==> src/rtl/pipe_pkg.sv <==
// Shared definitions for the EX/MEM pipeline: ALU control codes, the
// condition-code register layout, and the rule for which codes touch flags.
package pipe_pkg;

    localparam logic [3:0] NOP  = 4'd0;
    localparam logic [3:0] SETC = 4'd1;
    localparam logic [3:0] CLRC = 4'd2;
    localparam logic [3:0] NOTR = 4'd3;
    localparam logic [3:0] MOV  = 4'd4;
    localparam logic [3:0] ADD  = 4'd5;
    localparam logic [3:0] SUB  = 4'd6;
    localparam logic [3:0] ANDR = 4'd7;
    localparam logic [3:0] ORR  = 4'd8;
    localparam logic [3:0] INC  = 4'd9;
    localparam logic [3:0] DEC  = 4'd10;
    localparam logic [3:0] SHL  = 4'd11;
    localparam logic [3:0] SHR  = 4'd12;
    localparam logic [3:0] STD  = 4'd13;
    localparam logic [3:0] LDM  = 4'd14;

    typedef struct packed {
        logic carry;
        logic zero;
        logic neg;
    } ccr_t;

    // Codes 1..12 except MOV produce flags; NOP, MOV, STD, LDM and 15 do not.
    function automatic logic sets_flags(input logic [3:0] ctrl);
        return (ctrl >= SETC) && (ctrl <= SHR) && (ctrl != MOV);
    endfunction

endpackage

==> src/rtl/ccr_reg.sv <==
// Condition-code register. With EX_MEM_CCR_SAVE_EN defined it also holds a
// shadow copy that can be saved to / restored from (or swapped) each cycle.
module ccr_reg
    import pipe_pkg::*;
(
    input  logic clk,
    input  logic rst_n,
    input  logic update,
    input  ccr_t flags_in,
`ifdef EX_MEM_CCR_SAVE_EN
    input  logic save,
    input  logic restore,
`endif
    output ccr_t ccr
);

`ifdef EX_MEM_CCR_SAVE_EN
    ccr_t shadow;

    // Restore wins over an ALU update; save+restore together swaps the two copies.
    always_ff @(posedge clk or negedge rst_n) begin
        if (!rst_n) begin
            ccr    <= '0;
            shadow <= '0;
        end else begin
            if (restore)
                ccr <= shadow;
            else if (update)
                ccr <= flags_in;
            if (save)
                shadow <= ccr;
        end
    end
`else
    // Flags change only when a committed instruction produces them.
    always_ff @(posedge clk or negedge rst_n) begin
        if (!rst_n)
            ccr <= '0;
        else if (update)
            ccr <= flags_in;
    end
`endif

endmodule

==> src/rtl/ex_mem_pipe.sv <==
// Two-stage EX->MEM pipeline register with stall/flush and a condition-code
// register. Optional feature macro: EX_MEM_CCR_SAVE_EN (adds ccr_save /
// ccr_restore inputs and a shadow CCR).
module ex_mem_pipe
    import pipe_pkg::*;
#(
    parameter int N = 16
) (
    input  logic         clk,
    input  logic         rst_n,
    input  logic         stall,
    input  logic         flush,
    input  logic         in_valid,
    input  logic [3:0]   alu_ctrl,
    input  logic [N-1:0] alu_out,
    input  logic         carry_in,
    input  logic         zero_in,
    input  logic         neg_in,
    input  logic [2:0]   dst_reg,
    input  logic         wb_in,
    input  logic         mem_read_in,
    input  logic         mem_write_in,
`ifdef EX_MEM_CCR_SAVE_EN
    input  logic         ccr_save,
    input  logic         ccr_restore,
`endif
    output logic [N-1:0] result_prev1,
    output logic [2:0]   reg2_buf2,
    output logic         wb1,
    output logic         mem_write1,
    output logic         mem_read1,
    output logic [N-1:0] result_prev2,
    output logic [2:0]   reg2_buf3,
    output logic         wb2,
    output logic         mem_write2,
    output logic         mem_read_load_case,
    output logic         carry_flag,
    output logic         zero_flag,
    output logic         neg_flag
);

    logic commit;
    logic ccr_update;
    ccr_t flags_in;
    ccr_t ccr;

    assign commit     = in_valid && !stall && !flush;
    assign ccr_update = commit && sets_flags(alu_ctrl);
    assign flags_in   = '{carry: carry_in, zero: zero_in, neg: neg_in};

    // Flush bubbles stage 1 even under stall while stage 2 still drains it;
    // a plain stall freezes both stages.
    always_ff @(posedge clk or negedge rst_n) begin
        if (!rst_n) begin
            result_prev1       <= '0;
            reg2_buf2          <= '0;
            wb1                <= 1'b0;
            mem_write1         <= 1'b0;
            mem_read1          <= 1'b0;
            result_prev2       <= '0;
            reg2_buf3          <= '0;
            wb2                <= 1'b0;
            mem_write2         <= 1'b0;
            mem_read_load_case <= 1'b0;
        end else if (flush || !stall) begin
            result_prev2       <= result_prev1;
            reg2_buf3          <= reg2_buf2;
            wb2                <= wb1;
            mem_write2         <= mem_write1;
            mem_read_load_case <= mem_read1;
            if (flush) begin
                result_prev1 <= '0;
                reg2_buf2    <= '0;
                wb1          <= 1'b0;
                mem_write1   <= 1'b0;
                mem_read1    <= 1'b0;
            end else begin
                result_prev1 <= alu_out;
                reg2_buf2    <= dst_reg;
                wb1          <= wb_in && in_valid;
                mem_write1   <= mem_write_in && in_valid;
                mem_read1    <= mem_read_in && in_valid;
            end
        end
    end

    ccr_reg u_ccr (
        .clk      (clk),
        .rst_n    (rst_n),
        .update   (ccr_update),
        .flags_in (flags_in),
`ifdef EX_MEM_CCR_SAVE_EN
        .save     (ccr_save),
        .restore  (ccr_restore),
`endif
        .ccr      (ccr)
    );

    assign carry_flag = ccr.carry;
    assign zero_flag  = ccr.zero;
    assign neg_flag   = ccr.neg;

endmodule

==> config.mk <==
export PLATFORM = sky130hd
export DESIGN_NAME = ex_mem_pipe
export DESIGN_NICKNAME = d
export VERILOG_FILES = /design/src/rtl/pipe_pkg.sv /design/src/rtl/ccr_reg.sv /design/src/rtl/ex_mem_pipe.sv
export SDC_FILE = /design/constraint.sdc
export NUM_CORES = 1
export LEC_CHECK = 0
export BUFFER_PORTS_ARGS = -buffer_cell sky130_fd_sc_hd__buf_2
export CELL_PAD_IN_SITES_DETAIL_PLACEMENT = 0
export CELL_PAD_IN_SITES_GLOBAL_PLACEMENT = 1
export CORE_MARGIN = 10
export CORE_UTILIZATION = 37
export CTS_BUF_LIST = sky130_fd_sc_hd__clkbuf_16
export DETAILED_ROUTE_END_ITERATION = 10
export GPL_TIMING_DRIVEN = 0
export PLACE_DENSITY = 0.86
export SLEW_MARGIN = 20
export SYNTH_ARGS = -nofsm -noshare
export SYNTH_HDL_FRONTEND = slang
export SYNTH_SLANG_ARGS = --single-unit
==> constraint.sdc <==
create_clock -name clk -period 1.68 [get_ports clk]
set_clock_uncertainty 0.15 [all_clocks]
set_input_delay 0.168 -clock clk [delete_from_list [all_inputs] [get_ports clk]]
set_output_delay 0.168 -clock clk [all_outputs]
set_load 0.02 [all_outputs]
**Word-level counts from Yosys, hierarchy flattened**

Cells that the tools add are included.

- Reduce and logical (&&, ||, !) cells: 11
- Mux-type cells: 5
- Equality and inequality tests: 1
- Magnitude comparators: 2

Operators with widths:

| kind | number |
|---|---|
| 2-to-1 mux 16 bit | 1 |
| logical AND 1 bit | 8 |
| >= comparator 4 x 1 -> 1 bit, second input constant | 1 |
| <= comparator 4 bit, second input constant | 1 |
| inequality test 4 x 3 -> 1 bit, second input constant | 1 |
| 2-to-1 mux 1 bit | 3 |
| 2-to-1 mux 3 bit | 1 |
| zero test 1 bit | 2 |
| logical OR 1 bit | 1 |

- Word-level logic and storage cells: 32
- Output and inout port bits: 47
- Bits in registers: 47

**Longest topological paths before layout**

- Depth after elaboration: 4
- Mapped depth: 5

**Cells and area by module**

A second synthesis with hierarchy kept.

- Cells, all modules: 132
- Area total of the unflattened synthesis: 1963.1 µm²

Modules (own cells, without submodules):

| module | area each (µm²) | cells each | times used |
|---|---|---|---|
| ex_mem_pipe | 1854.3 | 126 | 1 |
| ccr_reg | 108.9 | 6 | 1 |

**Worst setup path after synthesis**

OpenSTA, ideal clock, no wires.

- Path kind: input port to flip-flop
- Start point: input alu_ctrl[3]
- End point: register, netlist name u_ccr.ccr[0]
- Slack: 443 ps
- Cell stages on the path: 3
- Required time: 1405 ps
- Data arrival time: 962 ps
- Library setup time: 125 ps
- Cell sequence: or3_4 nand4b_4 mux2_4

- Word-level cells in the longest chain between the ends: 4
- Elaborated cells on any way between the ends: 6
- Classes of those cells: 2 x order compare; 1 x eq/ne; 3 x reduce/logical

Ends and longest elaborated chain:

| element | line | source |
|---|---|---|
| from (decl) | ex_mem_pipe.sv:14 | `input logic [3:0] alu_ctrl,` |
| >= comparator 4 x 1 -> 1 bit or <= comparator 4 bit (tied branches) | pipe_pkg.sv:29 | `return (ctrl >= SETC) && (ctrl <= SHR) && (ctrl != MOV);` |
| logical AND 1 bit | pipe_pkg.sv:29 |  |
| logical AND 1 bit * | pipe_pkg.sv:29 |  |
| logical AND 1 bit * | ex_mem_pipe.sv:48 | `assign ccr_update = commit && sets_flags(alu_ctrl);` |

Every way passes the cells marked *; elsewhere a longest branch is shown, timed or not.
A chain may end at the register's enable or synchronous reset.

**Worst setup path in the final report**

- Start point: input alu_out[4]
- End point: register result_prev1[4]

- Word-level cells in the longest chain between the ends: 1

Ends and longest elaborated chain:

| element | line | source |
|---|---|---|
| from (decl) | ex_mem_pipe.sv:15 | `input logic [N-1:0] alu_out,` |
| 2-to-1 mux 16 bit | ex_mem_pipe.sv:71 | `if (flush) begin` |
| to (signal assigned) | ex_mem_pipe.sv:78 | `result_prev1 <= alu_out;` |
| to (decl) | ex_mem_pipe.sv:27 | `output logic [N-1:0] result_prev1,` |

Every way passes these cells.

==> results.yml <==
cts:
  cts_tree: "built"
  clock-root-buffer: "clkbuf_16"
  post_cts_buffers: 0
  ctsHoldBuffers: 25
  clock_sinks: 47
  clkTransAtPathRegs_ns: 0.06
  cts_resized: 0
  clk_latency_ns: 0.28
  cts_made_buffers: 5
  htreeDepth: 2
  clk_path_buf_depth: 2
placed_design:
  dpl_cell_area_mm2: 0.00237
  portBuffers: 79
  gp_congestion: 0.772
  post-dp-hpwl_mm: 3.62
yosys:
  synthCells: 175
  synth_seq_cells: 47
  syn_area_mm2: 0.00189
  synth-seq-area-share_pct: 62.3
  syn-num-nets: 209
  ys_types: 16
  ys_warn_count: 0
  syn-mean-instance-area_um2: 10.8
worst_setup_path:
  critPathMaxFanout: 1
  crit_type: "in2reg"
  required_ns: 1.69
  worstSetupStartpointType: "primary input"
  cp-end-kind: "flip-flop"
  reg2reg_depth: 3
  cp.arrival_ns: 1.56
sta:
  tightest_slew_ns: 0.582
  hold_viol: 1
  setup_viol: 0
  fin_worst_hold_slack_ns: -0.000166
  finalCritPeriodShare_pct: 92.3
  fmax_ghz: 0.645
  maxSlewHeadroom_pct: 61.2
  fin_setup_tns_ns: 0
  drv_slew: 0
  rsz0062_at_grt: "false"
  period_needed_ns: 1.55
run:
  cap_violations: 0
cells_and_area:
  mostFrequentLayoutCell: "buf_2"
  diodes: 0
  final_area_mm2: 0.00276
  syn_to_final_growth_pct: 46.1
  top_regs: "result_prev1: 16 flops, result_prev2: 16 flops"
  fin_nets: 320
  final_cell_mix: "82 x buf_2, 66 x nand2_1, 47 x dfrtp_1"
  drive_gt1_share_pct: 34.1
pwr:
  powerDensity_mw_per_mm2: 958
  leakage_nw: 1.60
  ir_worst_vdd_mv: 0.441
drt:
  avgViaCountPerCell: 4.36
  first_pass_iters: 4
  route.detailed.drc: 0
  drtIter0Drc: 49
  num_vias: 1542
  wire_per_inst_um: 14.4
  ant_nets: 0
  postRouteWirelength_mm: 5.09
die:
  fp.coreArea_mm2: 0.00485
  die-width_um: 91.4
  dieArea_mm2: 0.00836
  die_y_um: 91.4
  start_util_pct: 38.9
  num_rows: 25
  num_io_pins: 81
global_route:
  grt_max_degree: 48
  grt_pass1_vias: 1642
  grt_util_all_layers_pct: 12.5
  grt_antenna_before_repair: 0
  grt_remaining_overflow: 0
  grt_pass1_wl_mm: 8.49
run_status:
  status: "complete, but fails checks"
  violations: "hold timing"
min_path:
  hp-class: "in2reg"
  hold_path_depth: 3
==> layer usage <==
metal | vias to the layer above | GRT usage [%] | routed length (um)
li1 | 775 | - | -
met1 | 710 | 14.7 | 2110
met2 | 52 | 21.0 | 2530
met3 | 5 | 3.95 | 392
met4 | 0 | 4.31 | 57
met5 | - | 0 | 0
==> power by group <==
| part | internal [mW] | leakage (nW) | total, mW | switching [mW] |
|---|---|---|---|---|
| combinational | 0.201 | 0.898 | 0.470 | 0.269 |
| clock | 0.537 | 0.0762 | 0.915 | 0.378 |
| sequential | 1.21 | 0.622 | 1.26 | 0.0441 |
| total | 1.95 | 1.60 | 2.64 | 0.690 |
==> cell usage after synthesis <==
library cell / n / area [um^2]
nor2_1: 22 / 82.6
buf_6: 1 / 11.3
buf_2: 4 / 20.0
mux2_4: 3 / 45.0
buf_4: 2 / 15.0
nand2b_1: 1 / 6.26
clkbuf_1: 2 / 7.51
mux2i_1: 19 / 190
or3_4: 1 / 11.3
nand4b_4: 1 / 23.8
and2b_1: 1 / 7.51
o211ai_1: 1 / 7.51
nor2b_4: 1 / 13.8
dfrtp_1: 47 / 1180
a22oi_1: 3 / 22.5
nand2_1: 66 / 248
==> kinds of logic after synthesis <==
group                  after synthesis  synth area share (%)
AND/OR/NAND/NOR                     93                  20.8
buffers and inverters                9                  2.85
AO/OA/AOI/OAI                        4                  1.59
flip-flops                          47                  62.3
multiplexers                        22                  12.5
==> worst max-delay path: stages <==
cell	delay [ns]
dlygate4sd3_1	0.54
buf_2	0.12
mux2i_1	0.13
nor2_1	0.05
dlygate4sd3_1	0.55
==> final timing paths <==
check | startpoint | end | slack [ns]
min in group asynchronous | rst_n | u_ccr.ccr[2] | 0.28
setup / recovery | alu_out[4] | result_prev1[4] | 0.13
setup reg to reg | result_prev1[4] | result_prev1[4] | 0.26
hold / removal | dst_reg[0] | reg2_buf2[0] | -0.0002
hold reg to reg | result_prev2[6] | result_prev2[6] | 0.31
max in group asynchronous | rst_n | result_prev1[4] | 0.70
==> per-stage QoR <==
step | hold WS [ns] | power, mW | utilization, % | setup WS [ns] | std cells
finish | -0.000166 | 2.64 | 56.9 | 0.129 | 354
global route | 0.0200 | 2.78 | 56.9 | 0.0816 | 354
CTS | 0.000221 | 2.68 | 56.8 | 0.155 | 354
detailed placement | 0.256 | 1.71 | 48.8 | 0.299 | 321
global placement | 0.254 | 1.70 | 48.8 | 0.315 | 321
floorplan | -0.278 | 1.52 | - | 0.443 | 175
==> layout make-up <==
cell class / instances / area [um^2]
fillers: 423 / 2090
flip-flops and latches: 47 / 1180
multi-input cells: 119 / 658
repair buffers: 104 / 648
clock buffers: 5 / 125
well taps: 67 / 83.8
plain buffers: 9 / 53.8
clock inverters: 3 / 12.5
Note: power is estimated with default switching activity, not from simulation.
